===== src/rtl/ball_renderer.sv =====
// ball_renderer: draws up to 8 filled circular balls over the pixel stream.
// Trajectory updates are held in a shadow bank and made active at frame
// start. The pixel pipeline has three stages; pixel_valid_out matches RGB.
// Ports:
//   clk_in, rst_in          pixel clock, sync active-high reset
//   traj_x_in/traj_y_in     per-ball coordinates, traj_valid_in strobe
//   num_balls_in            ball count captured with each update
//   hcount_in/vcount_in     pixel position, data_valid_in active video
//   new_frame_in            frame start pulse
//   red/green/blue_out      pixel colour, pixel_valid_out, pending_out
// Macro BALL_PALETTE_EN: per-ball palette; when undefined all balls white.
module ball_renderer #(
  parameter int RADIUS   = 8,
  parameter int Y_BASE   = 600,
  parameter int X_OFFSET = 100
) (
  input  logic            clk_in,
  input  logic            rst_in,
  input  logic [7:0][10:0] traj_x_in,
  input  logic [7:0][9:0]  traj_y_in,
  input  logic            traj_valid_in,
  input  logic [2:0]      num_balls_in,
  input  logic [10:0]     hcount_in,
  input  logic [9:0]      vcount_in,
  input  logic            data_valid_in,
  input  logic            new_frame_in,
  output logic [7:0]      red_out,
  output logic [7:0]      green_out,
  output logic [7:0]      blue_out,
  output logic            pixel_valid_out,
  output logic            pending_out
);

  localparam logic [24:0] R2 = 25'(RADIUS * RADIUS);

  logic [10:0] r_sx [8];
  logic [9:0]  r_sy [8];
  logic [2:0]  r_sn;
  logic [10:0] r_ax [8];
  logic [9:0]  r_ay [8];
  logic [2:0]  r_an;
  logic        r_pend;

  logic [11:0] r_dx [8];
  logic [11:0] r_dy [8];
  logic [7:0]  r_off1;
  logic        r_v1;

  logic [24:0] r_sq [8];
  logic [7:0]  r_en2;
  logic        r_v2;

  logic [11:0] w_dx [8];
  logic [11:0] w_dy [8];
  logic [24:0] w_sq [8];
  logic        w_hit;
  logic [23:0] w_rgb;
`ifdef BALL_PALETTE_EN
  logic [2:0]  w_idx;
`endif

  function automatic logic [11:0] f_abs(input logic [11:0] a);
    return a[11] ? (~a + 12'd1) : a;
  endfunction

  assign pending_out = r_pend;

  // Shadow/active banks. On a coincident update and frame start the
  // active bank takes the old shadow, and the new vector stays pending.
  always_ff @(posedge clk_in) begin
    if (rst_in) begin
      for (int i = 0; i < 8; i++) begin
        r_sx[i] <= '0;
        r_sy[i] <= '0;
        r_ax[i] <= '0;
        r_ay[i] <= '0;
      end
      r_sn   <= '0;
      r_an   <= '0;
      r_pend <= 1'b0;
    end else begin
      if (new_frame_in && r_pend) begin
        for (int i = 0; i < 8; i++) begin
          r_ax[i] <= r_sx[i];
          r_ay[i] <= r_sy[i];
        end
        r_an <= r_sn;
      end
      if (traj_valid_in) begin
        for (int i = 0; i < 8; i++) begin
          r_sx[i] <= traj_x_in[i];
          r_sy[i] <= traj_y_in[i];
        end
        r_sn   <= num_balls_in;
        r_pend <= 1'b1;
      end else if (new_frame_in) begin
        r_pend <= 1'b0;
      end
    end
  end

  always_comb begin
    for (int i = 0; i < 8; i++) begin
      w_dx[i] = {1'b0, hcount_in} - {1'b0, r_ax[i]}
              - 12'(X_OFFSET);
      w_dy[i] = {2'b0, vcount_in}
              - (12'(Y_BASE) - {2'b0, r_ay[i]});
    end
  end

  always_comb begin
    logic [11:0] ax;
    logic [11:0] ay;
    logic [23:0] px;
    logic [23:0] py;
    for (int i = 0; i < 8; i++) begin
      ax = f_abs(r_dx[i]);
      ay = f_abs(r_dy[i]);
      px = ax * ax;
      py = ay * ay;
      w_sq[i] = {1'b0, px} + {1'b0, py};
    end
  end

  // Scan high to low so the lowest-index hit is the one kept.
  always_comb begin
    w_hit = 1'b0;
`ifdef BALL_PALETTE_EN
    w_idx = 3'd0;
`endif
    for (int i = 7; i >= 0; i--) begin
      if (r_en2[i] && (r_sq[i] <= R2)) begin
        w_hit = 1'b1;
`ifdef BALL_PALETTE_EN
        w_idx = 3'(i);
`endif
      end
    end
  end

`ifdef BALL_PALETTE_EN
  always_comb begin
    w_rgb = 24'hFFFFFF;
    unique case (w_idx)
      3'd0: w_rgb = 24'hFF0000;
      3'd1: w_rgb = 24'h00FF00;
      3'd2: w_rgb = 24'h0000FF;
      3'd3: w_rgb = 24'hFFFF00;
      3'd4: w_rgb = 24'h00FFFF;
      3'd5: w_rgb = 24'hFF00FF;
      3'd6: w_rgb = 24'hFF8000;
      3'd7: w_rgb = 24'hFFFFFF;
    endcase
  end
`else
  assign w_rgb = 24'hFFFFFF;
`endif

  always_ff @(posedge clk_in) begin
    if (rst_in) begin
      for (int i = 0; i < 8; i++) begin
        r_dx[i] <= '0;
        r_dy[i] <= '0;
        r_sq[i] <= '0;
      end
      r_off1          <= '0;
      r_en2           <= '0;
      r_v1            <= 1'b0;
      r_v2            <= 1'b0;
      red_out         <= '0;
      green_out       <= '0;
      blue_out        <= '0;
      pixel_valid_out <= 1'b0;
    end else begin
      for (int i = 0; i < 8; i++) begin
        r_dx[i]   <= w_dx[i];
        r_dy[i]   <= w_dy[i];
        r_off1[i] <= r_ay[i] > 10'(Y_BASE);
        r_sq[i]   <= w_sq[i];
        r_en2[i]  <= (4'(i) < {1'b0, r_an}) && !r_off1[i];
      end
      r_v1            <= data_valid_in;
      r_v2            <= r_v1;
      pixel_valid_out <= r_v2;
      if (r_v2 && w_hit) begin
        red_out   <= w_rgb[23:16];
        green_out <= w_rgb[15:8];
        blue_out  <= w_rgb[7:0];
      end else begin
        red_out   <= '0;
        green_out <= '0;
        blue_out  <= '0;
      end
    end
  end

endmodule


===== config.mk =====
export PLATFORM = sky130hd
export DESIGN_NAME = ball_renderer
export DESIGN_NICKNAME = d
export VERILOG_FILES = /design/src/rtl/ball_renderer.sv
export SDC_FILE = /design/constraint.sdc
export NUM_CORES = 2
export LEC_CHECK = 0
export BUFFER_PORTS_ARGS = -buffer_cell sky130_fd_sc_hd__buf_2
export CAP_MARGIN = 40
export CORE_ASPECT_RATIO = 1.5
export CORE_UTILIZATION = 65
export CTS_CLUSTER_DIAMETER = 200
export DETAILED_ROUTE_END_ITERATION = 12
export PLACE_DENSITY = 0.9
export SKIP_CTS_REPAIR_TIMING = 1
export SLEW_MARGIN = 15
export SYNTH_ARGS = -nofsm -noshare
export SYNTH_HDL_FRONTEND = slang
export SYNTH_SLANG_ARGS = --single-unit

===== constraint.sdc =====
create_clock -name clk_in -period 10.5 [get_ports clk_in]
set_input_delay 0.525 -clock clk_in [delete_from_list [all_inputs] [get_ports clk_in]]
set_output_delay 0.525 -clock clk_in [all_outputs]
set_load 0.05 [all_outputs]

Word-level counts from Yosys, hierarchy flattened
Memories as Yosys holds them, arrays and structs flattened.
Index checks and enable logic that the tools add are counted.
- $lt $le $gt $ge: 22
- reductions and logical operators: 25
- equality and inequality tests: 0
- multiplexer cells: 92
- add/subtract/negate cells: 56
- divide/modulo/power cells: 0
- shift operators: 0
- $mul: 16
- bitwise logic cells: 72
- operators by type and width (kind ; number):
    multiplier 12 x 12 -> 24 bit ; 16
    two-way mux 12 bit ; 32
    adder 24 x 24 -> 25 bit ; 8
    less-or-equal comparator 25 x 7 -> 1 bit, second input constant ; 8
    two-way mux 25 bit ; 8
    adder 12 x 1 -> 12 bit, second input constant ; 16
    NOT 12 bit ; 16
    subtractor 11 x 11 -> 12 bit ; 16
    two-way mux 11 bit ; 16
    two-way mux 10 bit ; 16
    subtractor 12 x 7 -> 12 bit, second input constant ; 8
    subtractor 10 x 10 -> 11 bit, first input constant ; 8
    greater-than comparator 10 bit, second input constant ; 7
    bitwise OR 1 bit ; 56
    two-way mux 1 bit ; 19
    logical AND 1 bit ; 17
    < comparator 3 bit, first input constant ; 3
    two-way mux 8 bit ; 1
    logical NOT 1 bit ; 7
    < comparator 1 x 3 -> 1 bit, first input constant ; 2
    < comparator 2 x 3 -> 1 bit, first input constant ; 2
    nonzero test 2 bit ; 1
- bits in read-only memories: 0
- RAM bits: 728
- logic and storage cells: 300
- output and inout bits: 26
- input port bits: 197
- bits in latches: 0
- bits in registers: 33
- memories kept: 7
- memories (name ; words ; bits a word ; read ports ; clocked after Yosys merged registers in ; write ports ; RTL line ; text):
    r_sq ; 8 ; 25 ; 8 ; 0 ; 8 ; 49 ; logic [24:0] r_sq [8];
    r_dx ; 8 ; 12 ; 8 ; 0 ; 8 ; 44 ; logic [11:0] r_dx [8];
    r_dy ; 8 ; 12 ; 8 ; 0 ; 8 ; 45 ; logic [11:0] r_dy [8];
    r_ax ; 8 ; 11 ; 8 ; 0 ; 8 ; 39 ; logic [10:0] r_ax [8];
    r_sx ; 8 ; 11 ; 8 ; 0 ; 8 ; 36 ; logic [10:0] r_sx [8];
    r_ay ; 8 ; 10 ; 8 ; 0 ; 8 ; 40 ; logic [9:0] r_ay [8];
    1 more memories ; n/a ; n/a ; n/a ; n/a ; n/a ; n/a ;

Depth between registers and ports, before layout
An unclocked memory read counts as a cell.
- depth in word-level cells: 13
- depth in mapped cells: 31
- gate-level depth less buffers: 29

Worst setup path after synthesis
No wires, ideal clock.
- path type: reg2reg
- from: memory r_dx[6][4], in the netlist r_dx[1][28]
- to: memory r_sq[6][22], in the netlist r_sq[0][172]
- setup slack: 2883 ps
- path buffers: 0
- clock period less this slack: 7617 ps
- data required time: 10379 ps
- arrival time: 7497 ps
- cell stages (with the launch flop): 26
- setup time: 121 ps
- cells stage by stage: dfxtp_1 > or4_4 > or4_1 > o21ai_0 > xnor2_1 > nand2_1 > fa_1 > inv_1 > fa_1 > inv_1 > fa_1 > fa_1 > inv_1 > fa_1 > fa_1 > inv_1 > fa_1 > inv_1 > ha_1 > a21o_1 > o21bai_1 > a221oi_1 > o21ai_0 > a211oi_1 > o21ai_0 > mux2_2
- RTL lines (what ; RTL line):
    from (decl) ; 44
    to (decl) ; 49

==> flow_summary.toml <==
[timing]
tightest_slew_ns = 0.997
finalHoldViolCount = 0
min_period_ns = 8.89
slew_headroom_pct = 32.6
max_freq_mhz = 112
setup_tns_ns = 0
timing.final.crit_share_pct = 84.7
skew_ns = 0.0395
rsz0062_at_grt = "no"
finalMaxSlewViolations = 0
setup-violations-final = 0

[logic_synthesis]
syn_inst = 8967
ys_seq_area_share_pct = 18.9
ys.flop_type = "dfxtp_1"
ys_ff_latch = 662
syn_avg_cell_area_um2 = 9.54
netlist_area_um2 = 85600
synth_edf_count = 294
ys_types = 82
yosys_warnings = 0
synth_async_sr_flop_share_pct = 0

[detailed_routing]
drc = 0
drt_first_iter_violations = 4233
ant_nets = 0
wl_per_cell_um = 19.8
drt_wl_total_mm = 220
vias = 62506
first_pass_iters = 10
drt-vias-per-instance = 5.64

[min_path]
hold_start = "num_balls_in[1]"
min_to = "r_sn[1]"
hold_class = "input pin to register"
hold_depth = 3

[critical_path]
path_buf_inv = 7
cp.required_ns = 11.09
r2r_start = "r_dx[0][36]"
rrSetupSlack_ns = 1.61
crit_fanout = 9
worstRegToRegCells = 26
startpoint_type = "register"
slowest_delay_ns = 0.59
endpoint_kind = "register"
timing.rr.end = "r_sq[0][97]"
crit_top_cell = "fa_1"
critPathSlowestCell = "fa_1"
critPathKind = "register to register"
crit_family = "adder cells"
cp.arrival_ns = 9.48

[grt]
antenna_found_initial = 21
grt_max_degree = 178
grt_first_pass_wirelength_mm = 350
grt-ovfl-total = 0
grt_pass1_vias = 69021
grtUsageTotal_pct = 34.0

[finish]
layout_common_cells = "inv_1, fa_1, ha_1"
area_growth_pct = 7.35
layout.nets = 11841
drive_gt1_share_pct = 5.28
layout_commonest_cell = "inv_1"

[die]
start_util_pct = 65.6
fp-row-count = 162
die_h_um = 446
die_area_um2 = 133000
core-area_um2 = 130000
die_x_um = 298
pin_count = 223

[clocking]
cts.path.max_buffers = 3
cts_made_buffers = 71
path_clk_slew_ns = 0.07
cts_sinks = 662
htreeDepth = 3
clk_latency_ns = 0.71
cts_tree = "built"
root_buffer = "clkbuf_16"

[placed_design]
place_congestion = 0.992
port_buffers = 201
place_hpwl_mm = 181

[job]
cap_viol_max_count = 0

[run_status]
status = "finished clean"
[logic make-up (layout without fill, tap and decap cells)]
logic type | Yosys count | after routing | synth area share (%)
buffers and inverters | 2506 | 2780 | 11.1
and+or+nand+nor | 2199 | 2199 | 12.2
xor gates and xnor gates | 415 | 415 | 4.26
other | 2 | 119 | 0.00878
DFF | 662 | 662 | 18.9
AOI/OAI and AO/OA | 788 | 788 | 6.12
muxes | 37 | 37 | 0.474
adders and majority gates | 2358 | 2358 | 46.9
[final cells by class]
type	instances	area [um2]
tap	1722	2150
sequential	662	16200
antenna	15	37.5
multi-input combinational	5901	60300
fill	8788	38500
clock inverter	39	597
timing repair buffer	289	1800
clock buffer	91	1930
inverter	2361	8860
[synthesized netlist by cell type, drive strengths merged, types with 142 or more instances]
cell type / n / area (um2)
o21ai: 142 / 711
a21oi: 187 / 936
dfxtp: 368 / 7370
ha: 947 / 11800
a21o: 154 / 1160
and2: 272 / 1700
edfxtp: 294 / 8830
nor2: 768 / 2880
fa: 1411 / 28200
xor2: 182 / 1590
inv: 2343 / 8790
xnor2: 233 / 2050
nor2b: 181 / 1130
nand2: 565 / 2120
[worst min-delay path, cell delays in order]
cell and delay (ns):
buf_2 0.08, mux2i_1 0.06, nor2_1 0.08
[registers in the layout, summed over array words and instances, names as in the netlist]
register         cells
r_sn                 3
r_v1                 1
r_sx                77
r_an                 3
r_sq               175
r_ax                77
r_dy                84
r_ay                70
r_v2                 1
pixel_valid_out      1
r_en2                7
blue_out             1
r_dx                84
pending_out          1
r_off1               7
r_sy                70
[metrics by stage]
stage	util (%)	setup WS (ns)	area [um2]	hold slack (ns)	std cells
after global routing	70.5	1.29	91800	0.0607	11071
after CTS	70.4	1.77	91800	0.0291	11059
after global placement	68.3	1.87	89000	0.377	10918
final	70.5	1.61	91900	0.0648	11080
after detailed placement	68.5	1.82	89200	0.382	10929
after floorplan	-	2.88	85900	0.368	9069
[worst max path at each step]
stage          cells past startpoint         from  slack, ns           end
2_1_floorplan                     25  r_dx[1][28]       2.88  r_sq[0][172]
3_3_place_gp                      26  r_dx[1][24]       1.87  r_sq[0][172]
3_5_place_dp                      26  r_dx[1][24]       1.82  r_sq[0][172]
4_1_cts                           26  r_dx[1][24]       1.77  r_sq[0][172]
5_1_grt                           25  r_dx[0][24]       1.29   r_sq[0][72]
6_report                          26  r_dx[0][36]       1.61   r_sq[0][97]
[per-layer routing]
| metal | GRT usage [%] | part of all wire, % |
|---|---|---|
| met5 | 0 | 0.018 |
| met4 | 26.9 | 9.4 |
| met3 | 6.70 | 7.5 |
| met2 | 59.4 | 50 |
| met1 | 35.8 | 33 |
Power is not shown: default switching activity piles up to over one toggle a cycle in this logic, so the estimate is an artifact.
